## src/rtl/piso_pkg.sv

```systemverilog
// Shared types, reset values and width helper for the PISO serializer.
package piso_pkg;

  typedef enum logic [0:0] {
    ST_IDLE  = 1'b0,
    ST_SHIFT = 1'b1
  } state_e;

  localparam logic RST_SDATA       = 1'b0;
  localparam logic RST_SFRAME      = 1'b0;
  localparam logic RST_WORD_START  = 1'b0;
  localparam logic RST_DONE        = 1'b0;
  localparam logic RST_BUSY        = 1'b0;

  // Counter width that never collapses to zero bits.
  function automatic int unsigned clog2_min1(input int unsigned n);
    int unsigned r;
    if (n <= 1) r = 1;
    else        r = $clog2(n);
    return r;
  endfunction

endpackage

```

## src/rtl/piso_pending_buf.sv

```systemverilog
// Single-entry holding register on the input handshake; bypasses straight to the
// shifter when the shifter can take a word in the same cycle.
module piso_pending_buf
  import piso_pkg::*;
#(
  parameter int unsigned WIDTH = 16
) (
  input  logic             clk,
  input  logic             rst_n,
  input  logic             en,
  input  logic [WIDTH-1:0] s_data,
  input  logic             s_valid,
  output logic             s_ready,
  input  logic             load_ok,
  output logic             word_avail,
  output logic [WIDTH-1:0] word_data,
  output logic             pend_valid_next
);

  logic [WIDTH-1:0] pend_q, pend_d;
  logic             pend_valid_q, pend_valid_d;
  logic             transfer;

  assign s_ready    = en & rst_n & ~pend_valid_q;
  assign transfer   = s_valid & s_ready;
  assign word_avail = pend_valid_q | transfer;
  // Pending word has priority; a transfer is impossible while it is held.
  assign word_data  = pend_valid_q ? pend_q : s_data;

  always_comb begin
    pend_d       = pend_q;
    pend_valid_d = pend_valid_q;
    if (en) begin
      if (pend_valid_q && load_ok) begin
        pend_valid_d = 1'b0;
      end else if (transfer && !load_ok) begin
        pend_d       = s_data;
        pend_valid_d = 1'b1;
      end
    end
  end

  assign pend_valid_next = pend_valid_d;

  always_ff @(posedge clk) begin
    if (!rst_n) begin
      pend_q       <= '0;
      pend_valid_q <= 1'b0;
    end else begin
      pend_q       <= pend_d;
      pend_valid_q <= pend_valid_d;
    end
  end

endmodule

```

## src/rtl/piso_serializer.sv

```systemverilog
// Parallel-in/serial-out serializer with one-word pending buffer, programmable
// bit period, and registered framing/done strobes.
module piso_serializer
  import piso_pkg::*;
#(
  parameter int unsigned WIDTH      = 16,
  parameter bit          LSB_FIRST  = 1'b0,
  parameter int unsigned BIT_PERIOD = 1
) (
  input  logic             clk,
  input  logic             rst_n,
  input  logic             en,
  input  logic [WIDTH-1:0] s_data,
  input  logic             s_valid,
  output logic             s_ready,
  output logic             sdata,
  output logic             sframe,
  output logic             sword_start,
  output logic             done,
  output logic             busy
);

  localparam int unsigned BW = clog2_min1(WIDTH);
  localparam int unsigned PW = clog2_min1(BIT_PERIOD);
  localparam logic [BW-1:0] BIT_LAST = BW'(WIDTH - 1);
  localparam logic [PW-1:0] PER_LAST = PW'(BIT_PERIOD - 1);

  state_e           state_q, state_d;
  logic [WIDTH-1:0] shreg_q, shreg_d;
  logic [BW-1:0]    bit_cnt_q, bit_cnt_d;
  logic [PW-1:0]    per_cnt_q, per_cnt_d;
  logic             sdata_q, sdata_d;
  logic             sframe_q, sframe_d;
  logic             sword_start_q, sword_start_d;
  logic             done_q, done_d;
  logic             busy_q, busy_d;

  logic             word_end, load_ok, load;
  logic             word_avail, pend_valid_next;
  logic [WIDTH-1:0] word_data;

  assign word_end = (state_q == ST_SHIFT) && (bit_cnt_q == BIT_LAST) && (per_cnt_q == PER_LAST);
  assign load_ok  = (state_q == ST_IDLE) || word_end;
  assign load     = en && load_ok && word_avail;

  piso_pending_buf #(
    .WIDTH (WIDTH)
  ) u_pending_buf (
    .clk             (clk),
    .rst_n           (rst_n),
    .en              (en),
    .s_data          (s_data),
    .s_valid         (s_valid),
    .s_ready         (s_ready),
    .load_ok         (load_ok),
    .word_avail      (word_avail),
    .word_data       (word_data),
    .pend_valid_next (pend_valid_next)
  );

  always_comb begin
    state_d   = state_q;
    shreg_d   = shreg_q;
    bit_cnt_d = bit_cnt_q;
    per_cnt_d = per_cnt_q;
    if (load) begin
      state_d   = ST_SHIFT;
      shreg_d   = word_data;
      bit_cnt_d = '0;
      per_cnt_d = '0;
    end else if (word_end) begin
      state_d   = ST_IDLE;
      shreg_d   = '0;
      bit_cnt_d = '0;
      per_cnt_d = '0;
    end else if (state_q == ST_SHIFT) begin
      if (per_cnt_q == PER_LAST) begin
        per_cnt_d = '0;
        bit_cnt_d = bit_cnt_q + 1'b1;
        shreg_d   = LSB_FIRST ? (shreg_q >> 1) : (shreg_q << 1);
      end else begin
        per_cnt_d = per_cnt_q + 1'b1;
      end
    end
  end

  // Outputs are computed from next state so they are registered yet aligned with it.
  always_comb begin
    sframe_d      = (state_d == ST_SHIFT);
    sdata_d       = sframe_d ? (LSB_FIRST ? shreg_d[0] : shreg_d[WIDTH-1]) : RST_SDATA;
    sword_start_d = load;
    done_d        = sframe_d && (bit_cnt_d == BIT_LAST) && (per_cnt_d == PER_LAST);
    busy_d        = sframe_d || pend_valid_next;
  end

  always_ff @(posedge clk) begin
    if (!rst_n) begin
      state_q       <= ST_IDLE;
      shreg_q       <= '0;
      bit_cnt_q     <= '0;
      per_cnt_q     <= '0;
      sdata_q       <= RST_SDATA;
      sframe_q      <= RST_SFRAME;
      sword_start_q <= RST_WORD_START;
      done_q        <= RST_DONE;
      busy_q        <= RST_BUSY;
    end else if (en) begin
      state_q       <= state_d;
      shreg_q       <= shreg_d;
      bit_cnt_q     <= bit_cnt_d;
      per_cnt_q     <= per_cnt_d;
      sdata_q       <= sdata_d;
      sframe_q      <= sframe_d;
      sword_start_q <= sword_start_d;
      done_q        <= done_d;
      busy_q        <= busy_d;
    end
  end

  assign sdata       = sdata_q;
  assign sframe      = sframe_q;
  assign busy        = busy_q;
  // Held strobes reappear when en returns, so a stalled word still gets its pulse.
  assign sword_start = sword_start_q & en;
  assign done        = done_q & en;

endmodule

```

## config.mk

```make
export PLATFORM = sky130hd
export DESIGN_NAME = piso_serializer
export DESIGN_NICKNAME = d
export VERILOG_FILES = /design/src/rtl/piso_pkg.sv /design/src/rtl/piso_pending_buf.sv /design/src/rtl/piso_serializer.sv
export SDC_FILE = /design/constraint.sdc
export NUM_CORES = 1
export LEC_CHECK = 0
export ABC_CLOCK_PERIOD_IN_PS = 1900
export BUFFER_PORTS_ARGS = -buffer_cell sky130_fd_sc_hd__buf_2
export CAP_MARGIN = 20
export CORE_UTILIZATION = 50
export DETAILED_ROUTE_END_ITERATION = 16
export PLACE_DENSITY = 0.77
export SYNTH_ARGS = -nofsm -noshare
export SYNTH_HDL_FRONTEND = slang
export SYNTH_HIERARCHICAL = 1
export SYNTH_SLANG_ARGS = --single-unit
export TNS_END_PERCENT = 5
```

## constraint.sdc

```tcl
create_clock -name clk -period 1.9 [get_ports clk]
set_input_delay 0.285 -clock clk [delete_from_list [all_inputs] [get_ports clk]]
set_output_delay 0.285 -clock clk [all_outputs]
set_load 0.1 [all_outputs]
```

==> results by group <==
Drt
  • Antenna Nets Post-Route: 0
  • Post-DR wirelength/cell: 15.5 um
  • Drt pass-1 iters: 6
  • Routed via count: 1,671
  • DRC errors left: 0
  • Number of DRC markers in iteration 0: 128
  • Vias per inst: 6.01
  • Total wire length: ~4300 um

Floorplan
  • FP Rows: 23
  • Initial Util: 52.5%
  • I/O pin count: 26
  • Die Ht: 67.1 um
  • Core area: 4030 um2
  • Die X-Extent: approximately 67 um
  • Die area: 4500 um2

Worst hold path
  • Hold_sp: s_data[5]
  • Hold WC Path Type: input port to flop
  • Hold path depth: 3
  • Endpoint, Worst Hold: u_pending_buf/pend_q[5]

Clocking
  • Worst-Skew Late Latency: approximately 0.29 ns
  • Root Driver: clkbuf_8
  • Sink Count: 43
  • TritonCTS clock tree: yes
  • Post-CTS Setup Inserts: 0
  • CTS clk-pin slew, worst paths: 0.08 ns
  • CTS Buf Count: 5
  • Number of H-tree levels: 2
  • Longest Clk Path Bufs: 2

Place
  • Number of port buffers: 25
  • Placed Instance Area: 2310 um2
  • Dpl hpwl: about 2900 um
  • Global placer's final weighted congestion: about 0.8

Logic synthesis
  • Top cell type's share of synthesized area: 40.7%
  • #FFs+latches synth: 43
  • Sequential area share after synthesis: 40.7%
  • Synth top cells by count: 43 x dfxtp_1, 20 x nor2b_1, 16 x a31o_1, 16 x mux2_2, 16 x nor3b_1
  • Share of flip-flops with an asynchronous set or reset: 0%
  • Synth Warn #: 6
  • Synthesized net count: ~220
  • Mapped Avg Cell Area: 10.5 um2
  • Synth cell types: 39
  • Ys flop type: dfxtp_1
  • Post-synthesis cell area: 2120 um2
  • Number of synthesized flops with an enable pin: 0
  • Count leader, synth: dfxtp_1
  • Top cell type by total area after synthesis: dfxtp_1
  • Gate Count Post-Synth: 202
  • Main area contributors after synthesis: dfxtp_1 41%, mux2_2 8.5%, a222oi_1 6.6%

Global routing
  • Initial antenna violation count: 0
  • Largest net degree at the start of global routing: 30
  • First-pass GRT wire length: 7710 um
  • Vias in the first global route: 1,663
  • GR Overflow Total: 0
  • GRT Total Usage: 22.6%

Worst setup path
  • Critical path fanouts, max: 15
  • Critical Setup Path Class: flop to flop
  • Cell Chain, Critical Path: ha_2 -> nand4b_4 -> nor4b_4 -> buf_4 -> a222oi_1 -> nor2b_1
  • Critical path launch point type: flop
  • Reg2reg path depth: 6
  • Worst EP required: slightly above 2 ns
  • FF-to-FF End: shreg_q[2]
  • Slowest-stage cell, CP: dfxtp_1
  • Crit path DAT: 1.93 ns
  • RR Startpoint: bit_cnt_q[1]
  • Crit end category: flop
  • Worst path max stage delay: approximately 0.39 ns
  • Worst R2R Setup Slack: 0.14 ns

Power and ir drop
  • PD cells: between 700 and 800 nW/um2
  • Peak supply drop: 446 uV
  • Leakage: 0.929 nW
  • Total Power: 1.85 mW

Cells and area
  • Layout Nets: between 200 and 250
  • Area Growth Syn to Fin: 14.1%
  • Fin area: 2420 um2
  • N_diodes: 0
  • Filler cells: 346
  • Layout cells sized above 1: about 31%

STA
  • Tmin final: 1.76 ns
  • Max-slew violations: 0
  • RSZ-0062 raised after global routing: no
  • Fmax: 568 MHz
  • Count of final hold-check violations: 0
  • # setup viols final: 0
  • Max-slew headroom: 67.9%
  • Hold_ws: 0.376 ns
  • Layout Skew: 0.00701 ns
  • Tcrit/Tclk final: 92.7%
  • Worst slew pin tran: roughly 0.48 ns

Flow run
  • Max Cap Viol: 0

Status
  • Status: finished clean
==> layout make-up <==
cell class / count / area, um2 / share of cell area [%]
sequential: 43 / 863 / 35.7
multi-input combinational: 138 / 1150 / 47.4
timing repair buffer: 36 / 223 / 9.22
inverter: 4 / 15.0 / 0.621
clock buffer: 5 / 68.8 / 2.85
clock inverter: 2 / 37.5 / 1.55
tap: 50 / 62.6 / 2.59
==> critical path, delay by kind of cell (launching register included) <==
| family | cells | cell delay, ns |
|---|---|---|
| adder cells (fa/ha/maj) | 1 | 0.26 |
| AND/OR/NAND/NOR | 3 | 0.43 |
| buffers and inverters | 1 | 0.19 |
| AO/OA/AOI/OAI | 1 | 0.38 |
| flip-flops | 1 | 0.39 |
==> flip-flops by register name (all words and copies together), names as in the netlist <==
| register | cells |
|---|---|
| bit_cnt_q | 4 |
| per_cnt_q | 1 |
| sword_start_q | 1 |
| done_q | 1 |
| u_pending_buf/pend_q | 16 |
| shreg_q | 16 |
| sframe | 1 |
| u_pending_buf/pend_valid_q | 1 |
| busy | 1 |
| sdata | 1 |
==> per-stage QoR <==
stage          std cells  TNS, ns  utilization [%]  worst slack [ns]
2_1_floorplan        202   -0.845                -           -0.0845
3_3_place_gp         271        0             57.2             0.128
3_5_place_dp         271        0             57.2            0.0436
4_1_cts              278        0             59.9            0.0401
5_1_grt              278        0             60.0            0.0172
6_report             278        0             60.0             0.139
==> timing repair <==
item	in CTS	in global routing
endpoints found under the setup margin	0	25
hold buffers	0	0
resized for setup	0	3
==> metal layers <==
layer  GRT usage (%)  wire length [um]
met2            34.0              1940
met1            30.9              2090
met5               0                 0
met3            4.62               228
met4            9.57                65
==> cell families (layout without fill, tap and decap cells) <==
logic type                 count (synthesis)  after routing  synth area share, %
and+or+nand+nor                           61             61                 20.6
AOI/OAI and AO/OA                         54             54                 21.2
xor gates and xnor gates                   2              2                0.828
buffers and inverters                     21             47                 5.67
DFF                                       43             43                 40.7
adders and majority gates                  1              1                0.591
muxes                                     20             20                 10.4
==> how the worst max path moves through the flow <==
stage	start	endpoint	slack, ns	cells past startpoint
2_1_floorplan	sframe	u_pending_buf/pend_q[10]	-0.08	7
3_3_place_gp	bit_cnt_q[0]	u_pending_buf/pend_q[7]	0.13	5
3_5_place_dp	bit_cnt_q[0]	shreg_q[2]	0.04	6
4_1_cts	bit_cnt_q[0]	u_pending_buf/pend_q[6]	0.04	5
5_1_grt	bit_cnt_q[1]	shreg_q[2]	0.02	6
6_report	bit_cnt_q[1]	shreg_q[2]	0.14	6
==> cell usage in the layout, fill, tap and decap left out, types with 4 or more instances in the layout <==
master and count:
clkbuf_8 5, nand2_1 7, and2_1 4, nor2b_1 20, mux2i_1 4, a31o_1 16
a222oi_1 14, dfxtp_1 41, nor3b_1 16, buf_2 24, mux2_2 16, a21oi_1 5
o21ai_0 7, buf_4 11, inv_1 4
==> power breakdown <==
| group | switching, mW | internal (mW) | total (mW) | leakage [nW] |
|---|---|---|---|---|
| Combinational | 0.131 | 0.0936 | 0.224 | 0.530 |
| Clock | 0.307 | 0.384 | 0.691 | 0.0502 |
| Sequential | 0.0135 | 0.920 | 0.934 | 0.349 |
| Total | 0.451 | 1.40 | 1.85 | 0.929 |
Power figures use the tool's default switching activity.
